<file path="src/rtl/steer_pkg.sv">
// Shared types for the quadrature steering encoder: phase codes, request
// direction and the phase-advance helper.
package steer_pkg;

  localparam logic [1:0] PH0 = 2'b00;
  localparam logic [1:0] PH1 = 2'b01;
  localparam logic [1:0] PH2 = 2'b11;
  localparam logic [1:0] PH3 = 2'b10;

  typedef enum logic [1:0] {
    DIR_IDLE  = 2'd0,
    DIR_RIGHT = 2'd1,
    DIR_LEFT  = 2'd2
  } dir_e;

  // Gray-code walk: RIGHT goes PH0->PH1->PH2->PH3, LEFT walks it backwards.
  function automatic logic [1:0] next_phase(input logic [1:0] ph, input dir_e d);
    logic [1:0] nx;
    nx = ph;
    if (d == DIR_RIGHT) begin
      case (ph)
        PH0:     nx = PH1;
        PH1:     nx = PH2;
        PH2:     nx = PH3;
        default: nx = PH0;
      endcase
    end else if (d == DIR_LEFT) begin
      case (ph)
        PH0:     nx = PH3;
        PH3:     nx = PH2;
        PH2:     nx = PH1;
        default: nx = PH0;
      endcase
    end
    return nx;
  endfunction

endpackage

</file>
<file path="src/rtl/steer_quad_chan.sv">
// One steering channel: direction tracker, step counter, accelerating
// period register and registered quadrature phase / step pulse.
module steer_quad_chan
  import steer_pkg::*;
#(
  parameter int DIV_W       = 16,
  parameter int ACCEL_SHIFT = 3
) (
  input  logic             CLK,
  input  logic             Reset_n,
  input  logic [DIV_W-1:0] eff_div,
  input  logic [DIV_W-1:0] eff_min,
  input  logic             accel_en,
  input  logic             left,
  input  logic             right,
  output logic [1:0]       phase_o,
  output logic             step_o
);

  dir_e             req, dir_q, dir_d;
  logic [1:0]       phase_q, phase_d;
  logic             step_q, step_d;
  logic [DIV_W-1:0] cnt_q, cnt_d, period_q, period_d;
  logic [DIV_W-1:0] shrunk, next_period;

  always_comb begin
    req = DIR_IDLE;
    if (right && !left)      req = DIR_RIGHT;
    else if (left && !right) req = DIR_LEFT;
  end

  // eff_min >= 1 so the reloaded count never underflows.
  always_comb begin
    shrunk = period_q - (period_q >> ACCEL_SHIFT);
    if (!accel_en)             next_period = eff_div;
    else if (shrunk < eff_min) next_period = eff_min;
    else                       next_period = shrunk;
  end

  always_comb begin
    dir_d    = req;
    phase_d  = phase_q;
    step_d   = 1'b0;
    cnt_d    = eff_div - DIV_W'(1);
    period_d = eff_div;
    if (req != DIR_IDLE && req == dir_q) begin
      period_d = period_q;
      if (cnt_q != '0) begin
        cnt_d = cnt_q - DIV_W'(1);
      end else begin
        phase_d  = next_phase(phase_q, req);
        step_d   = 1'b1;
        period_d = next_period;
        cnt_d    = next_period - DIV_W'(1);
      end
    end
  end

  always_ff @(posedge CLK) begin
    if (!Reset_n) begin
      dir_q    <= DIR_IDLE;
      phase_q  <= PH0;
      step_q   <= 1'b0;
      cnt_q    <= eff_div - DIV_W'(1);
      period_q <= eff_div;
    end else begin
      dir_q    <= dir_d;
      phase_q  <= phase_d;
      step_q   <= step_d;
      cnt_q    <= cnt_d;
      period_q <= period_d;
    end
  end

  assign phase_o = phase_q;
  assign step_o  = step_q;

endmodule

</file>
<file path="src/rtl/steer_quad_multi.sv">
// N_CH-channel left/right to quadrature steering encoder with programmable
// step period and optional acceleration; sanitised periods shared by all lanes.
module steer_quad_multi
  import steer_pkg::*;
#(
  parameter int N_CH        = 2,
  parameter int DIV_W       = 16,
  parameter int ACCEL_SHIFT = 3
) (
  input  logic                CLK,
  input  logic                Reset_n,
  input  logic [DIV_W-1:0]    clkdiv,
  input  logic [DIV_W-1:0]    clkdiv_min,
  input  logic                accel_en,
  input  logic [N_CH-1:0]     left,
  input  logic [N_CH-1:0]     right,
  output logic [2*N_CH-1:0]   steer,
  output logic [N_CH-1:0]     step_o
);

  logic [DIV_W-1:0]         eff_div, min_clamp, eff_min;
  logic [N_CH-1:0][1:0]     phase_w;

  always_comb begin
    eff_div   = (clkdiv == '0) ? DIV_W'(1) : clkdiv;
    min_clamp = (clkdiv_min == '0) ? DIV_W'(1) : clkdiv_min;
    eff_min   = (min_clamp > eff_div) ? eff_div : min_clamp;
  end

  for (genvar i = 0; i < N_CH; i++) begin : g_ch
    steer_quad_chan #(
      .DIV_W       (DIV_W),
      .ACCEL_SHIFT (ACCEL_SHIFT)
    ) u_chan (
      .CLK      (CLK),
      .Reset_n  (Reset_n),
      .eff_div  (eff_div),
      .eff_min  (eff_min),
      .accel_en (accel_en),
      .left     (left[i]),
      .right    (right[i]),
      .phase_o  (phase_w[i]),
      .step_o   (step_o[i])
    );
  end

  assign steer = phase_w;

endmodule

</file>
<file path="config.mk">
export PLATFORM = sky130hd
export DESIGN_NAME = steer_quad_multi
export DESIGN_NICKNAME = d
export VERILOG_FILES = /design/src/rtl/steer_pkg.sv /design/src/rtl/steer_quad_chan.sv /design/src/rtl/steer_quad_multi.sv
export SDC_FILE = /design/constraint.sdc
export NUM_CORES = 1
export LEC_CHECK = 0
export CORE_UTILIZATION = 40
export DETAILED_ROUTE_END_ITERATION = 10
export HOLD_SLACK_MARGIN = 0.02
export PLACE_DENSITY_LB_ADDON = 0.3
export RECOVER_POWER = 50
export SYNTH_ARGS = -nofsm -noshare
export SYNTH_HDL_FRONTEND = slang
export SYNTH_SLANG_ARGS = --single-unit
</file>
<file path="constraint.sdc">
create_clock -name CLK -period 9.99 [get_ports CLK]
set_clock_uncertainty 0.05 [all_clocks]
set_input_delay 1.998 -clock CLK [delete_from_list [all_inputs] [get_ports CLK]]
set_output_delay 1.998 -clock CLK [all_outputs]
set_load 0.005 [all_outputs]
</file>
# Word level (Yosys, flattened, before mapping)
# Index checks and enable logic that the tools add are counted.
dict set report word_totals {
  output_inout_bits 6
  register_bits 74
  in_bits 39
  wordCells 93
}
dict set report op_classes {
  muxes 33
  eq_ne 14
  magnitude_cmp 3
  n_reduce_logical 24
  bitwise_logic 2
  n_addsub 7
}
# op n
set op_table {}
lappend op_table {{$mux W16} 19}
lappend op_table {{$sub A16 B1 Y16 const B} 5}
lappend op_table {{$logic_not A16 Y1} 2}
lappend op_table {{$lt A16 B16 Y1} 2}
lappend op_table {{$reduce_bool A16 Y1} 2}
lappend op_table {{$sub A16 B13 Y16} 2}
lappend op_table {{$pmux W2 S3} 4}
lappend op_table {{$gt A16 B16 Y1} 1}
lappend op_table {{$mux W2} 8}
lappend op_table {{$eq A2 B2 Y1 const B} 6}
lappend op_table {{$eq A2 B1 Y1 const B} 4}
lappend op_table {{$reduce_bool A2 Y1} 4}
lappend op_table {{$logic_and A1 B1 Y1} 6}
lappend op_table {{$ne A3 B3 Y1 const B} 2}
lappend op_table {{$reduce_and A3 Y1} 2}
lappend op_table {{$eq A2 B2 Y1} 2}
lappend op_table {{$logic_not A1 Y1} 4}
lappend op_table {{$logic_not A2 Y1} 2}
lappend op_table {{$reduce_and A2 Y1} 2}
lappend op_table {{$mux W1} 2}
lappend op_table {{$not A1 Y1} 2}

# Longest topological paths before layout
dict set report logic_depth {
  depth_word 11
  depth_mapped 30
  depth_no_buf 27
}

# Cells and area by module
# A second synthesis with hierarchy kept.
dict set report hier_totals {
  hier_cells 1196
  hier_area_um2 9023.7
}
# module seq_area_each_um2 cells_each n_inst area_each_um2
set modules_own_cells {}
lappend modules_own_cells {{steer_quad_chan at g_ch[0].u_chan} 900.9 506 1 3995.1}
lappend modules_own_cells {{steer_quad_chan at g_ch[1].u_chan} 900.9 501 1 3891.2}
lappend modules_own_cells {steer_quad_multi 0.0 189 1 1137.3}

# Worst setup path before layout
# Ideal clock, no wire load.
dict set report synth_path {
  path_type {input-to-reg}
  from {input port clkdiv[4]}
  to {register g_ch[0].u_chan.cnt_q[15]}
  required_time_ns 9.803
  path_slack_ns 1.746
  path_buffers 5
  stages 29
  arrival_time_ns 8.057
  setup_time_ns 0.137
  cell_sequence {clkbuf_1 nor4_1 and4_1 a41oi_1 inv_1 ha_1 nor2b_1 o2111a_1 o31ai_2 a21o_1 buf_2 buf_2 buf_1 a21o_1 ha_1 a21o_1 a21o_1 a21o_1 a221oi_1 or2_2 clkbuf_1 o22ai_1 a221oi_1 nand3_1 nor4_1 nand4_1 nor4_1 xor2_1 mux2i_1}
}
dict set report synth_via {
  elab_chain_cells 11
  word_cells_on_any_way 12
  classes_between {2 x add/sub; 2 x order compare; 7 x mux; 1 x reduce/logical}
}
# item line
set synth_lines {}
lappend synth_lines {{from (decl)} steer_quad_multi.sv:12} ;# input logic [DIV_W-1:0] clkdiv,
lappend synth_lines {{$logic_not A16 Y1} steer_quad_multi.sv:25} ;# eff_div = (clkdiv == '0) ? DIV_W'(1) : clkdiv;
lappend synth_lines {{$mux W16 (*)} steer_quad_multi.sv:25}
lappend synth_lines {{$gt A16 B16 Y1} steer_quad_multi.sv:27} ;# eff_min = (min_clamp > eff_div) ? eff_div : min_clamp;
lappend synth_lines {{$mux W16} steer_quad_multi.sv:27}
lappend synth_lines {{$lt A16 B16 Y1} steer_quad_chan.sv:36} ;# else if (shrunk < eff_min) next_period = eff_min;
lappend synth_lines {{$mux W16} steer_quad_chan.sv:36}
lappend synth_lines {{$mux W16} steer_quad_chan.sv:35} ;# if (!accel_en) next_period = eff_div;
lappend synth_lines {{$sub A16 B1 Y16} steer_quad_chan.sv:54} ;# cnt_d = next_period - DIV_W'(1);
lappend synth_lines {{$mux W16} steer_quad_chan.sv:48} ;# if (cnt_q != '0) begin
lappend synth_lines {{$mux W16} steer_quad_chan.sv:46} ;# if (req != DIR_IDLE && req == dir_q) begin
lappend synth_lines {{$mux W16 (*)} steer_quad_chan.sv:60} ;# if (!Reset_n) begin
lappend synth_lines {{to (signal assigned)} steer_quad_chan.sv:64} ;# cnt_q <= eff_div - DIV_W'(1);
lappend synth_lines {{to (signal assigned)} steer_quad_chan.sv:70} ;# cnt_q <= cnt_d;
lappend synth_lines {{to (decl)} steer_quad_chan.sv:23} ;# logic [DIV_W-1:0] cnt_q, cnt_d, period_q, period_d;
# Mark *: on every way between the ends. The rest lies on a longest branch, timed or not.
# A chain may end at the register's enable or synchronous reset.

# Final worst setup path
dict set report layout_path {
  from {input port clkdiv[6]}
  to {register g_ch[0].u_chan.cnt_q[15]}
}
# The elaborated chain is that of the path after synthesis.

==> metrics <==
status finished, violations left; failing checks capacitance limit, slew limit; first-pass GRT wire length 45.5 mm; DRT iter0 DRCs 997; IO Count 45; Avg WL per Cell 22.6 µm; CTS-repair resized insts 0; most common cell after layout, fill and taps aside nor2_1; top_reg_cell synth dfxtp_1; die height 145 µm; WHS Endpoint g_ch[1].u_chan.phase_o[1]; HPWL after DPL 24.1 mm; drt pass-1 iters 6; fraction of registers with async set or reset after synthesis 0%; HP Class register to register; Cells after Synth 1037; Setup crit end kind register; Worst-Margin Slew 1.52 ns; largest fanout on the critical path 17; R2R cell count 26; DRT Wirelength 30.5 mm; pwr dens 188 nW/µm²; Final Hold Viols 0; Peak VDD IR 0.0000971 V; CTS sink count 74; Reg-to-Reg Start g_ch[1].u_chan.period_q[0]; Nets 1191; Syn Area/Cell 7.85 µm²; Max-slew headroom -1.06%; final hold slack 0.492 ns; max incr delay on CP 0.62 ns; reg2reg setup slack 3.41 ns; Tmin final 9.52 ns; Max-cap violations 1; Hold Buf Count CTS 0; Area after DPL 8970 µm²; overall fraction of global-route tracks in use 29.9%; DRT antenna net count 0; syn_nets 1152; CTS H-Tree Depth 3; DR vias 8425; Synth area leader edfxtp_1; Worst path most repeated cell a21o_1; die area 20900 µm²; Data required, critical path 10.12 ns; Post-synth EDFFs 32; Crit path arrival time 9.65 ns; via-per-instance ratio 6.26; reg2reg end g_ch[1].u_chan.cnt_q[12]; Initial Util 41.3%; post-synth top area share 11.8%; setup_tns 0 ns; Hold Crit Start g_ch[1].u_chan.phase_o[1]; Max Fclk 105 MHz; Root Driver clkbuf_16; area delta synth->final 13.4%; most frequent cells in the layout nor2_1, a21oi_1, inv_1; Diodes inserted 0; Setup Crit Path Kind primary input to register; vias in the first global route 7578; Overflow after GRT 0; unrepaired setup endpoints after global routing no; count of final setup violators 0; antenna violations before repair 0; Crit-path slowest cell a21o_1; Ys Warns 0; Clock Pin Slew Worst Setup and Hold Paths 0.06 ns; Clock Latency Late Sink 0.36 ns; ranking of synthesized cells by area edfxtp_1, ha_1, dfxtp_1; largest net degree at the start of global routing 33; Placer Congestion 1.09; Slew Viols, Final 32; CTS max path bufs 2; final period utilization 95.3%; synthesized cell area 8140 µm²; total setup buffers inserted after CTS 0; post-route cell area 9230 µm²; Sequential cell area 1800 µm²; layout cell share with drive strength beyond 1 8.24%; CORE AREA 19700 µm²; Synth Register Bits 74; overall die width 145 µm; # DRC 0; Worst Hold Path Cells 2; FILL cells 1970; TritonCTS clock tree done; leakage 3.79 nW; Startpoint Class primary input; Port Buffers 44; footprint of the multi-input gates 5830 µm²; sequential area share after synthesis 22.1%; Yosys cell types 91; # rows 51; cts bufs inserted 9
-- state kept, by name (all words and copies together) (netlist names) --
register	count
g_ch.u_chan.dir_q	4
g_ch.u_chan.cnt_q	32
g_ch.u_chan.period_q	32
g_ch.u_chan.phase_o	4
g_ch.u_chan.step_o	2
-- metal layers --
layer	wire, µm	vias to the layer above	global-route usage (%)	share of wire, %
li1	-	3906	-	-
met1	13400	3888	41.9	44
met2	12600	533	43.9	41
met3	3020	98	5.30	9.9
met4	1510	0	14.6	5.0
met5	0	-	0	0
-- synth_stat cells (all sizes together) (6+ instances only) --
cell type and number:
a211oi 22, mux2i 25, o211ai 9, nor2 96, and2 15, nand2b 10, nor3 35, o31ai 13
nand3 28, o311ai 6, dfxtp 42, nand4 18, or2 6, a221oi 9, nand2 72, buf 7
and4 7, xnor2 40, edfxtp 32, inv 76, mux2 13, or3 11, nor2b 9, o21a 12
a31oi 14, o22ai 7, clkbuf 45, nor4 23, ha 74, o21ai 53, xor2 28, a21oi 91
a21o 24
-- cell type report --
cell class	instances	area share, %
multi-input cells	834	63.1
flip-flops and latches	74	19.5
repair buffers	80	7.57
well taps	265	3.59
inverters	77	3.13
clock buffers	10	2.49
clock inverters	5	0.596
-- stage by stage --
step	cells	setup WS, ns	utilization (%)	power [mW]
after floorplan	1037	1.75	-	1.08
after global placement	1330	0.693	45.5	1.37
after detailed placement	1330	0.439	45.5	1.37
after CTS	1345	0.752	47.0	1.70
after global routing	1345	0.107	46.8	1.83
final	1345	0.473	46.8	1.74
-- critical path: cells and delay by family --
| family | cells | cell delay (ns) |
|---|---|---|
| compound gates | 12 | 3.18 |
| fa+ha+maj | 2 | 0.53 |
| simple gates | 8 | 2.33 |
| mux | 1 | 0.09 |
| xor+xnor | 1 | 0.17 |
| buf+inv | 4 | 1.32 |
-- kinds of logic after synthesis --
logic type	synth area share [%]
XOR/XNOR	7.41
multiplexers	4.87
flip-flops	22.1
adder cells (fa/ha/maj)	11.9
AND/OR/NAND/NOR	21.4
buffers and inverters	6.26
AO/OA/AOI/OAI	26.0
-- worst max-delay path by stage --
stage              start                       end  depth (start not counted)
6_report       clkdiv[6]  g_ch[0].u_chan.cnt_q[15]                         28
5_1_grt        clkdiv[7]  g_ch[0].u_chan.cnt_q[15]                         28
4_1_cts        clkdiv[7]  g_ch[0].u_chan.cnt_q[15]                         28
3_5_place_dp   clkdiv[7]  g_ch[0].u_chan.cnt_q[15]                         28
3_3_place_gp   clkdiv[7]  g_ch[0].u_chan.cnt_q[15]                         28
2_1_floorplan  clkdiv[4]  g_ch[0].u_chan.cnt_q[15]                         29
-- power breakdown --
part | switching (mW) | internal (mW)
registers | 0.0229 | 0.353
logic | 0.658 | 0.377
clock network | 0.134 | 0.193
(Power assumes the default switching activity.)
